--- src/rtl/charlie7x5_scan.sv ---
// rtl/charlie7x5_scan.sv - 7-pin charlieplexed 7x5 LED matrix scanner
//
// Purpose:
//   Scans a 35-pixel charlieplexed display through seven tri-state pins.
//   Each anode phase a (0..6) is preceded by an all-off blank interval.
//   During the drive interval, pin a is driven high. The five following
//   pins (a+1..a+5 mod 7) are pulled low when their pixel is lit, and
//   are left floating otherwise. Frames are double-buffered: a producer
//   loads a shadow buffer, and the shadow is copied into the displayed
//   buffer only at a frame boundary.
//
// Ports:
//   clock          in   single clock
//   reset_n        in   asynchronous active-low reset
//   frame_valid    in   frame_data holds a new frame
//   frame_ready    out  shadow buffer can accept a frame
//   frame_data     in   35 pixels, pixel p = 5*a + k, 1 = lit
//   charlie7x5_oe  out  per-pin output enable
//   charlie7x5_o   out  per-pin output level
//   frame_sync     out  one-cycle pulse on the last drive cycle of phase 6

module charlie7x5_scan #(
  parameter int TICKS_PER_ROW = 4800,
  parameter int BLANK_TICKS   = 16
) (
  input  logic        clock,
  input  logic        reset_n,
  input  logic        frame_valid,
  output logic        frame_ready,
  input  logic [34:0] frame_data,
  output logic [6:0]  charlie7x5_oe,
  output logic [6:0]  charlie7x5_o,
  output logic        frame_sync
);

  localparam int MAXT = (TICKS_PER_ROW > BLANK_TICKS) ? TICKS_PER_ROW : BLANK_TICKS;
  localparam int CW   = (MAXT > 1) ? $clog2(MAXT) : 1;

  typedef enum logic {ST_BLANK, ST_DRIVE} state_t;

  state_t         state, state_n;
  logic [2:0]     phase, phase_n;
  logic [CW-1:0]  tick, tick_n;

  logic [34:0]    active;
  logic [34:0]    shadow;
  logic           pending;

  logic [6:0]     oe_d, o_d;
  logic           sync_d;
  logic [34:0]    act_sh;
  logic [6:0]     rel_oe;
  logic [13:0]    rot;

  assign frame_ready = ~pending;

  // The drive pattern is built relative to the anode:
  //   bit 0     = the anode itself
  //   bits 1..5 = the five cathodes of this phase
  //   bit 6     = the unused pin, held off
  // Rotating this pattern left by the phase places it on the physical pins.
  always_comb begin
    state_n = state;
    phase_n = phase;
    tick_n  = tick + CW'(1);
    oe_d    = '0;
    o_d     = '0;
    sync_d  = 1'b0;
    act_sh  = active >> (6'd5 * {3'd0, phase});
    rel_oe  = {1'b0, act_sh[4:0], 1'b1};
    rot     = {rel_oe, rel_oe} << phase;
    case (state)
      ST_BLANK: begin
        if (tick == CW'(BLANK_TICKS - 1)) begin
          state_n = ST_DRIVE;
          tick_n  = '0;
        end
      end
      ST_DRIVE: begin
        oe_d = rot[13:7];
        o_d  = 7'b1 << phase;
        if (tick == CW'(TICKS_PER_ROW - 1)) begin
          state_n = ST_BLANK;
          tick_n  = '0;
          phase_n = (phase == 3'd6) ? 3'd0 : phase + 3'd1;
          sync_d  = (phase == 3'd6);
        end
      end
      default: ;
    endcase
  end

  // Outputs are registered from the current state. The pins therefore
  // show a given state one cycle after the scan counters enter it, which
  // keeps the pins glitch-free.
  always_ff @(posedge clock or negedge reset_n) begin
    if (!reset_n) begin
      state         <= ST_BLANK;
      phase         <= 3'd0;
      tick          <= '0;
      charlie7x5_oe <= '0;
      charlie7x5_o  <= '0;
      frame_sync    <= 1'b0;
    end else begin
      state         <= state_n;
      phase         <= phase_n;
      tick          <= tick_n;
      charlie7x5_oe <= oe_d;
      charlie7x5_o  <= o_d;
      frame_sync    <= sync_d;
    end
  end

  // The swap happens on the edge that ends the frame_sync cycle, which is
  // also the first (blank) cycle of the next frame. The displayed buffer
  // therefore never changes while a drive cycle is using it. A swap and an
  // accept cannot coincide, because an accept needs pending to be clear.
  always_ff @(posedge clock or negedge reset_n) begin
    if (!reset_n) begin
      active  <= '0;
      shadow  <= '0;
      pending <= 1'b0;
    end else if (frame_sync && pending) begin
      active  <= shadow;
      pending <= 1'b0;
    end else if (frame_valid && !pending) begin
      shadow  <= frame_data;
      pending <= 1'b1;
    end
  end

endmodule
--- config.mk ---
export PLATFORM = sky130hd
export DESIGN_NAME = charlie7x5_scan
export DESIGN_NICKNAME = d
export VERILOG_FILES = /design/src/rtl/charlie7x5_scan.sv
export SDC_FILE = /design/constraint.sdc
export NUM_CORES = 1
export LEC_CHECK = 0
export BUFFER_PORTS_ARGS = -buffer_cell sky130_fd_sc_hd__buf_4
export CAP_MARGIN = 20
export CORE_MARGIN = 1.5
export CORE_UTILIZATION = 45
export CTS_BUF_LIST = sky130_fd_sc_hd__clkbuf_16
export CTS_CLUSTER_SIZE = 40
export DETAILED_ROUTE_END_ITERATION = 6
export PLACE_DENSITY_LB_ADDON = 0.25
export SLEW_MARGIN = 20
export SYNTH_ARGS = -nofsm -noshare
export SYNTH_HDL_FRONTEND = slang
export SYNTH_SLANG_ARGS = --single-unit
--- constraint.sdc ---
create_clock -name clock -period 2.7 [get_ports clock]
set_clock_uncertainty 0.15 [all_clocks]
set_input_delay 0.27 -clock clock [delete_from_list [all_inputs] [get_ports clock]]
set_output_delay 0.27 -clock clock [all_outputs]
set_load 0.02 [all_outputs]
==> summary by stage, run 1 <==
Run status
The flow ran to the end, and the final reports show no timing, DRC or antenna violations.

Route
After the first detailed-routing iteration, the DRC count stood at 62. The detail-routed via count per cell is 5.13. The residual DRC count is 0.

The count of vias placed by the detailed router is 2626. After detailed routing, the average wire length per cell comes to 15.3 um. The number of search-and-repair iterations in the first detailed-routing pass is 4. The count of nets left with antenna violations once routing finished came out at 0. The total detailed-routing wirelength is 7.81 mm.

Pwr
The internal power of the cells is 0.00243 W. For this design the static power due to leakage is 2.49 nW. The analysis attributes to net switching a power of 0.000600 W.

The share of power burned in the clock network is 0.446. Of the total power, combinational logic draws 0.033. The power density relative to cell area is 591 nW/um2. Summing internal, switching and leakage power gives 0.00303 W. The share of total power dissipated in sequential elements is 0.522. Across the VDD grid, the largest voltage drop is 361 uV. Of the total power, the share spent switching nets is 0.198.

Finish
In the final layout, the share of cells above drive strength 1 is 0.392. The final layout contains 418 nets. The area growth from synthesis to layout is 19.7%. The area taken by multi-input logic gates is 1590 um2.

The library cell used most frequently in the layout, excluding fill and tap cells, is sky130_fd_sc_hd__dfrtp_1. The antenna diode instance count is 0. The filler cell count in the final layout is 794. The area occupied by registers is 2580 um2. In the layout the commonest cells are sky130_fd_sc_hd__dfrtp_1, sky130_fd_sc_hd__mux2_2, sky130_fd_sc_hd__buf_4, sky130_fd_sc_hd__nor2_1, sky130_fd_sc_hd__nand2_1.

Setup path
Along the worst path, the maximum fanout reaches 7. The startpoint identified for the worst register-to-register timing path is tick[0]. The worst reg-to-reg setup slack is 0.68 ns.

The endpoint identified for the worst register-to-register timing path is phase[0]. The worst setup path is launched from a register. STA puts the critical path data required time at 2.77 ns. The startpoint of the most critical setup path is tick[0]. By startpoint and endpoint, the worst setup path is classified as reg -> reg. The worst setup path is captured at a register. Data arrives at the worst endpoint at 2.09 ns.

The number of cells on the worst reg-to-reg path is 5.

Floorplanning
The total die area is 10100 um2. For this design the top-level I/O count stands at 54. The effective utilization at floorplan is 0.464.

In this run the core area contains 35 standard-cell rows. From left edge to right edge, the die measures 101 um. The core region is 9240 um2. The y dimension of the die is 101 um.

Min path
The critical hold path startpoint is frame_data[7]. The path class of the tightest hold or removal check is in -> reg. The worst hold path passes through 2 cells. For hold timing, the worst endpoint is shadow[7].

Global route
The first global-routing pass estimated 13.1 mm of wire. The number of antenna violations at the first check in global routing is 0. The number of global-route vias before repair is 2717. The pin count of the biggest net entering global routing is 45. The all-layer global routing usage is 0.169. For this run the aggregate overflow at the end of global routing stands at 0.

Timing
The minimum period implied by the final worst setup slack is 2.02 ns. The number of hold violations in the final report came to 0. The top achievable clock speed is 0.496 GHz. The post-route fraction of the period consumed by the critical path is 0.747. For the pin with the worst max-slew slack, the measured transition is 0.908 ns. The worst setup margin is 0.684 ns. The number of failing setup endpoints in the final timing report is 0. Setup repair after global routing left no endpoint under its margin.

The worst hold slack is 0.00686 ns. For the final routed database, the setup TNS stands at 0 ns. The final count of pins violating max slew is 0.

The max-slew headroom at the worst pin is 0.395.

CTS
CTS built an H-tree with a depth of 3. The total clock sinks is 103. TritonCTS created 9 clock buffers. The clock root buffer is sky130_fd_sc_hd__clkbuf_16. The clock-pin transition on the worst setup and hold timing paths is 0.07 ns.

The deepest clock path buffer count is 2. Clock latency on the worst-skew pair, taken at its later pin, is 0.34 ns. TritonCTS built the clock tree.

Synth
The count of flip-flops with a built-in enable after synthesis is 0. Dividing the synthesized area by the synthesized cell count gives 13.2 um2. The synthesized netlist contains 41 unique library cells.

Of all flip-flops after synthesis, the portion carrying an async set or reset was 1.00. When the netlist entered floorplanning its net count stood at 364. For this run, the number of Yosys warnings is 0. The top flip-flop cell by instance count after synthesis is sky130_fd_sc_hd__dfrtp_1.

The share of the Yosys chip area taken by registers is 0.601. Synthesis produced 324 cells. The netlist area before placement is 4290 um2. The post-synthesis register bit count is 103.

Place
The congestion estimate from routability-driven global placement came to 0.820. The placement-stage worst setup slack is 0.710 ns. The detailed-placement wirelength estimate is 5.53 mm.

Port buffering added 53 buffers.

Run
Max-cap violations in this run came to 0.
cells by family after synthesis:
logic type	after synthesis	share of synthesized area
AO/OA/AOI/OAI	32	0.0505
multiplexers	79	0.209
XOR/XNOR	11	0.0225
AND/OR/NAND/NOR	72	0.0815
adder cells (fa/ha/maj)	2	0.00584
buffers and inverters	25	0.0289
flip-flops	103	0.601
per-layer routing:
layer	GRT usage	vias up	part of all wire
met3	0.0451	13	0.036
met1	0.214	1318	0.44
met5	0	-	0
li1	-	1243	-
met4	0.0563	0	0.017
met2	0.282	52	0.51
cells in the mapped netlist (4+ instances only):
cell type	number	area share
sky130_fd_sc_hd__inv_1	7	0.0061
sky130_fd_sc_hd__mux2i_1	6	0.014
sky130_fd_sc_hd__a21oi_1	7	0.0082
sky130_fd_sc_hd__buf_1	4	0.0035
sky130_fd_sc_hd__xor2_1	4	0.0082
sky130_fd_sc_hd__nand2_1	11	0.0096
sky130_fd_sc_hd__mux2_2	71	0.19
sky130_fd_sc_hd__dfrtp_1	103	0.60
sky130_fd_sc_hd__nand3_1	8	0.0093
sky130_fd_sc_hd__xnor2_1	7	0.014
sky130_fd_sc_hd__and2_1	4	0.0058
sky130_fd_sc_hd__o21ai_0	10	0.012
sky130_fd_sc_hd__nor3_1	4	0.0047
sky130_fd_sc_hd__nor2_1	26	0.023
sky130_fd_sc_hd__nand2b_1	4	0.0058
sky130_fd_sc_hd__nor2b_1	4	0.0058
sky130_fd_sc_hd__clkbuf_1	7	0.0061
what timing repair did:
action                                 4_1_cts  5_1_grt
resized for setup                            0        0
setup endpoints to repair                    0        0
hold buffers                                 1        0
buffers inserted                             0        0
endpoints found under the hold margin       41        0
area by class of cell:
type,count,area share
flip-flops and latches,103,0.502
multi-input cells,196,0.310
repair buffers,61,0.0897
clock buffers,9,0.0439
well taps,129,0.0315
clock inverters,7,0.0173
inverters,7,0.00512
metrics by stage:
stage	util	area, um2	std cells
2_1_floorplan	-	4290	324
3_3_place_gp	0.520	4810	495
3_5_place_dp	0.520	4810	495
4_1_cts	0.555	5130	512
5_1_grt	0.555	5130	512
6_report	0.555	5130	512
how the worst max path moves through the flow:
stage                       end  depth (start not counted)
2_1_floorplan          phase[0]                          6
3_3_place_gp           phase[0]                          5
3_5_place_dp   charlie7x5_oe[5]                          3
4_1_cts                phase[0]                          5
5_1_grt        charlie7x5_oe[5]                          3
6_report               phase[0]                          5
flip-flops by register name (all words and copies together) (netlist names):
register	count
shadow	35
active	35
charlie7x5_o	7
pending	1
state	1
frame_sync	1
tick	13
phase	3
charlie7x5_oe	7
worst max-delay path: stages, from the launching register on:
cell and delay [ns]:
sky130_fd_sc_hd__dfrtp_1 0.39, sky130_fd_sc_hd__ha_1 0.19, sky130_fd_sc_hd__and3_1 0.30, sky130_fd_sc_hd__nand4_1 0.24
sky130_fd_sc_hd__or2_4 0.33, sky130_fd_sc_hd__mux2_4 0.30
power by group through the flow:
stage	logic, W	registers [W]	clock network, W
after CTS	0.000103	0.00158	0.00139
after global placement	0.0000986	0.00161	0
final	0.0000986	0.00158	0.00135
after global routing	0.000111	0.00159	0.00144
after floorplan	0.0000238	0.00161	0
after detailed placement	0.000102	0.00161	0
Note: power is estimated with default switching activity, not from simulation.
==> run 2: changes to the inputs <==
==> constraint.sdc (replaced) <==
create_clock -name clock -period 2 [get_ports clock]
set_clock_uncertainty 0.15 [all_clocks]
set_input_delay 0.2 -clock clock [delete_from_list [all_inputs] [get_ports clock]]
set_output_delay 0.2 -clock clock [all_outputs]
set_load 0.02 [all_outputs]
==> run 2 against run 1 <==
Net effect:
- fmax up 3.9%
- total power grew 35%
- first-iteration DRC count is 45% higher
- clock power rose by 32%
- sequential share of layout area down 3.9 points
- final area grew 8.5%
- worst hold slack gained 0.22 ns
- non-clock buffer count rose by 39
- critical endpoint is now phase[2]
- sequential cell count unchanged
- via count is 7.4% higher
- sequential power increased by 35%
- register-to-register slack got worse by 0.62 ns
==> summary by stage, run 2 (synthesis gave the netlist of run 1 again) <==
Setup path
The critical path capture point type is a register. By startpoint and endpoint, the worst setup path is classified as reg -> reg. The worst reg-to-reg setup slack is 0.06 ns. The required arrival time at the worst endpoint is 2.05 ns. The critical path goes through ha_1, and3_2, nand4_1, buf_4, o21ai_0, o31ai_2. The maximum cell stage delay along the critical path is 0.40 ns. On the critical path, the stage with the largest delay is an instance of sky130_fd_sc_hd__dfrtp_1. Of all nets on the critical path, the largest fanout is 7. The capturing instance or port of the critical path is phase[2]. The startpoint of the most critical setup path is tick[0].

The worst reg-to-reg path cell count is 6. STA puts the critical path data arrival time at 1.99 ns. The reg-to-reg endpoint is phase[2]. The critical register-to-register path startpoint is tick[0].

STA classifies the critical path startpoint as a register.

Finish
The layout cell share with drive strength beyond 1 is 0.374. 0 antenna diodes ended up in the layout. The library cells used most frequently in the layout, excluding fill and tap cells, are sky130_fd_sc_hd__dfrtp_1, sky130_fd_sc_hd__mux2_2, sky130_fd_sc_hd__buf_4, sky130_fd_sc_hd__dlygate4sd3_1, sky130_fd_sc_hd__nor2_1.

The final net count is 457. The finished layout holds 551 standard cells, fillers aside. The area growth from synthesis to layout is 29.9%. The area occupied by registers is 2580 um2.

The largest registers in the layout are active: 35 flops, shadow: 35 flops, tick: 13 flops. Once layout is done, the placed cells without fillers occupy 5570 um2. The multi-input combinational cells in the finished layout cover a total of 1610 um2.

Leaving out fill and tap cells, the most frequent cell in the layout is sky130_fd_sc_hd__dfrtp_1. Counting the fill cells in the layout gives 738.

Place
The placer congestion estimate is 0.858. The cell count after placement is 499. The area of placed instances is 4890 um2. The detailed-placement wirelength estimate is 5.56 mm. OpenSTA, run right after detailed placement, puts the worst setup slack at -0.0185 ns.

The number of port buffers is 53.

Pwr
Across the VDD grid, the largest voltage drop is 379 uV. The leakage power total is 2.66 nW. The design draws 0.00410 W. The power density relative to cell area is 737 nW/um2.

Floorplanning
The y dimension of the die is 101 um. For this design the top-level I/O count stands at 54. The total die area is 10100 um2.

The effective utilization at floorplan is 0.464. The chip width is 101 um. The floorplan step defined a core boundary enclosing 9240 um2. The floorplan has 35 rows.

Min path
The kind of path behind the tightest hold check is in -> async.

Timing
The number of hold violations in the final report is 0. Setup slack on the critical path of the routed design comes to 0.0601 ns. Final hold analysis gives a worst-case slack of 0.229 ns. The final count of pins violating max slew is 0. At the pin with the least slew margin, the transition time is 0.559 ns. The number of failing setup endpoints in the final timing report is 0.

The post-route fraction of the period consumed by the critical path is 0.970. Static timing analysis puts the maximum clock frequency at 0.515 GHz. The minimum period implied by the final worst setup slack is 1.94 ns.

The max-slew headroom at the worst pin is 0.627.

Route
After detailed routing, the number of remaining DRC violations is 0. For this run, the detailed router's first-pass iteration total came to 5. After detailed routing, the average wire length per cell comes to 15.2 um. The detail route stage leaves a number of antenna-violating nets equal to 0. The detail-routed via count per cell is 5.12. The count of vias placed by the detailed router is 2821. The detailed router finished its first iteration with 90 violations. Wires add up to 8.35 mm.

CTS
The depth of the CTS H-tree is 3. The total clock sinks is 103. The deepest clock path buffer count is 2. The clock root buffer is sky130_fd_sc_hd__clkbuf_16. The later pin in the worst-skew pair is clocked with a latency of 0.34 ns. The CTS tree is yes. Buffers inserted during clock tree synthesis total 9. The clock-pin transition on the worst setup and hold timing paths is 0.07 ns.

Run
Across the run, the number of max-cap violations was 0.

Global route
Entering global routing, the biggest net connects 52 pins. The number of global-route vias before repair was 2917. The all-layer global routing usage is 0.181.

The global-route congestion overflow total is 0. The first global-routing pass estimated 14.1 mm of wire. The number of antenna violations at the first check in global routing is 0.

Run status
The run finished with clean final reports.
==> run 2: per-stage QoR <==
stage,utilization,TNS [ns]
detailed placement,0.529,-0.0324
floorplan,-,0
finish,0.602,0
CTS,0.602,0
global route,0.602,-0.0976
global placement,0.529,0
==> run 2: how the worst min path moves through the flow <==
stage / from / endpoint / depth (start not counted)
6_report: reset_n / shadow[26] / 2
5_1_grt: reset_n / shadow[31] / 2
4_1_cts: reset_n / active[29] / 2
3_5_place_dp: reset_n / pending / 1
3_3_place_gp: reset_n / pending / 1
2_1_floorplan: reset_n / active[0] / 0
==> run 2: worst max-delay path: cells and delay by family (launching register included) <==
family,cells,cell delay [ns]
AND/OR/NAND/NOR,2,0.42
AO/OA/AOI/OAI,2,0.42
flip-flops,1,0.40
buffers and inverters,1,0.21
adder cells (fa/ha/maj),1,0.20
==> run 2: layout make-up <==
class	instances	share of cell area
clock buffers	9	0.0405
multi-input cells	196	0.288
clock inverters	7	0.0144
well taps	129	0.0290
repair buffers	100	0.160
inverters	7	0.00472
flip-flops and latches	103	0.463
==> run 2: what timing repair did <==
action / in CTS / in global routing
setup endpoints to repair: 8 / 12
hold buffers: 36 / 0
hold endpoints to repair: 72 / 0
setup buffers: 0 / 0
resized for setup: 1 / 2
==> run 2: power breakdown <==
group | switching, W | leakage [nW] | internal, W
sequential | 0.0000193 | 1.37 | 0.00212
combinational | 0.0000675 | 1.15 | 0.000123
clock | 0.000788 | 0.147 | 0.000988
==> run 2: per-layer routing <==
metal	vias up	routed length, um	GRT usage
met2	62	4330	0.305
met4	0	117	0.0574
met5	-	0	0
met3	11	297	0.0485
met1	1422	3610	0.229
li1	1326	-	-
==> run 3: changes to the inputs <==
--- a/config.mk
+++ b/config.mk
@@ -13,6 +13,7 @@
 export CTS_CLUSTER_SIZE = 40
 export DETAILED_ROUTE_END_ITERATION = 6
 export PLACE_DENSITY_LB_ADDON = 0.25
+export RECOVER_POWER = 100
 export SLEW_MARGIN = 20
 export SYNTH_ARGS = -nofsm -noshare
 export SYNTH_HDL_FRONTEND = slang
==> run 3 against run 2 <==
Net effect:
- clock-buffer cell count is the same
- combinational power shrank 2%
- via count shrank 0.39%
- fmax is essentially flat
- first-iteration DRC count shrank 1.1%
- cell count is the same
- critical path type unchanged
- critical endpoint unchanged
==> summary by stage, run 3 (synthesis gave the netlist of run 1 again) <==
Floorplanning
Pin placement for this block handled 54 I/O pins. The total area inside the core boundary comes to 9240 um2. The effective utilization at floorplan is 0.464. The total number of placement rows is 35. The y dimension of the die is 101 um. The total die area is 10100 um2.

The chip width is 101 um.

Timing
The number of failing setup endpoints in the final timing report is 0. In the finished design, the share of the clock period the worst path needs comes to 0.970. The actual slew at the worst max-slew pin is 0.966 ns. The final count of pins violating max slew is 0.

Measured against its own limit, the worst slew margin works out to 0.356. Derived from the worst setup path, the maximum achievable clock frequency is 0.516 GHz. In the post-route analysis, the smallest setup slack over all paths is 0.0602 ns. After layout, the minimum clock period comes to 1.94 ns. The number of hold violations in the final report is 0.

Run status
The run finished with clean final reports.

Finish
Leaving out fill and tap cells, the most frequent cell in the layout is sky130_fd_sc_hd__dfrtp_1. The antenna diode instance count is 0. In the layout the commonest cells are sky130_fd_sc_hd__dfrtp_1, sky130_fd_sc_hd__mux2_2, sky130_fd_sc_hd__buf_4, sky130_fd_sc_hd__dlygate4sd3_1, sky130_fd_sc_hd__nor2_1. The post-synthesis to final-layout area growth is 27.4%.

The largest registers in the layout are active: 35 flops, shadow: 35 flops, tick: 13 flops. After the last flow step, the layout net total stands at 457. The layout cell share with drive strength beyond 1 is 0.329.

Global route
For met3 alone, demand over resource in global routing was 0.0485. In the global route stage, met2 resource usage came out at 0.305. The all-layer global routing usage is 0.181. The pin count of the biggest net entering global routing is 52. The number of global-route vias before repair is 2917.

After global routing, the most crowded layer is met2. The met1 usage is 0.229. For this run the aggregate overflow at the end of global routing stands at 0. The first global-routing pass estimated 14.1 mm of wire. The number of antenna violations at the first check in global routing is 0.

Route
The number of search-and-repair iterations in the first detailed-routing pass is 4. The count of nets left with antenna violations after detail routing is 0. After detailed routing, the number of remaining DRC violations is 0. The detail-routed via count per cell is 5.10. The count of vias placed by the detailed router is 2810. In the final routed layout, each cell accounts on average for 15.1 um. In this run, the number of DRC markers left after iteration 0 of detailed routing was 89. The routed design has 8.33 mm of wire.

Place
During placement, the flow inserted port buffers numbering 53. The placement-stage worst setup slack is -0.0185 ns. Routability-driven placement finished with a final weighted congestion of 0.858. The detailed-placement wirelength estimate is 5.56 mm.

Min path
The kind of path behind the tightest hold check is in -> reg.

CTS
The clock-pin transition on the worst setup and hold timing paths is 0.07 ns. At the later pin of the worst-skew pair, clock insertion delay measures 0.34 ns. The clock drives 103 sinks. The CTS tree is yes. TritonCTS created 9 clock buffers. The depth of the CTS H-tree is 3. No sink is reached through more buffers than the 2 on the longest clock path. The clock root buffer is sky130_fd_sc_hd__clkbuf_16.

Setup path
Data on the critical path arrives at its endpoint at 1.99 ns. The type of the setup path with the least slack is reg -> reg. The startpoint class of the critical path is a register. The worst setup path is captured at a register. Of all nets on the critical path, the largest fanout is 7. Among all stages on the critical path, the largest delay is contributed by sky130_fd_sc_hd__dfrtp_1. The critical path goes through ha_1, and3_2, nand4_1, clkbuf_2, o21ai_0, o31ai_2. On the worst path, the slowest cell contributes a delay of 0.40 ns. The required arrival time at the worst endpoint is 2.05 ns.

Pwr
The worst vdd rail ir drop is 374 uV. Dividing total power by cell area gives a power density of 750 nW/um2. The design draws 0.00409 W. Summed over all cells, the static leakage comes to 2.57 nW.

Run
Max-cap violations in this run came to 0.
run 3: cell count changes in the layout (fill, tap and decap cells not counted), sizes merged:
cell | previous run | this run
buf | 64 | 42
clkbuf | 9 | 31
run 3: per-layer routing:
metal  routed length [um]  up-vias
met1                 3610     1417
met4                   79        0
met2                 4320       61
met3                  325        9
met5                    0        -
li1                     -     1323
run 3: worst max-delay path: cells and delay by family (launching register included):
kind / cells / cell delay (ns)
AOI/OAI and AO/OA: 2 / 0.44
and+or+nand+nor: 2 / 0.42
DFF: 1 / 0.40
adders and majority gates: 1 / 0.20
buffers and inverters: 1 / 0.20
run 3: layout make-up:
class | instances | area (um2)
clock buffer | 9 | 225
clock inverter | 7 | 80.1
timing repair buffer | 100 | 792
tap | 129 | 161
sequential | 103 | 2580
fill | 758 | 3780
multi-input combinational | 196 | 1600
inverter | 7 | 26.3
run 3: timing repair:
| action | CTS | global route |
|---|---|---|
| hold buffers | 36 | 0 |
| setup buffers | 0 | 0 |
| endpoints found under the hold margin | 72 | 0 |
| cloned | 0 | 0 |
| endpoints found under the setup margin | 8 | 12 |
| resized for setup | 1 | 2 |
run 3: power breakdown:
part | internal (W) | switching, W | total [W]
clock | 0.000988 | 0.000783 | 0.00177
sequential | 0.00212 | 0.0000194 | 0.00214
combinational | 0.000119 | 0.0000670 | 0.000186
run 3: metrics by stage:
step / cell area (um2) / setup TNS [ns] / std cells / util / hold slack (ns)
after floorplan: 4290 / 0 / 324 / - / -0.246
after global placement: 4890 / 0 / 499 / 0.529 / 0.0571
after detailed placement: 4890 / -0.0324 / 499 / 0.529 / 0.0605
after CTS: 5560 / 0 / 551 / 0.602 / 0.248
after global routing: 5460 / -0.0970 / 551 / 0.591 / 0.368
final: 5460 / 0 / 551 / 0.591 / 0.348
run 3: path summary, 6_finish.rpt:
check	start	to	slack, ns	depth (start not counted)
max in group asynchronous	reset_n	charlie7x5_oe[2]	0.34	3
hold / removal	frame_valid	pending	0.35	4
hold reg to reg	tick[0]	tick[0]	0.35	1
min in group asynchronous	reset_n	shadow[26]	0.40	2
setup reg to reg	tick[0]	phase[2]	0.06	6
setup / recovery	tick[0]	phase[2]	0.06	6
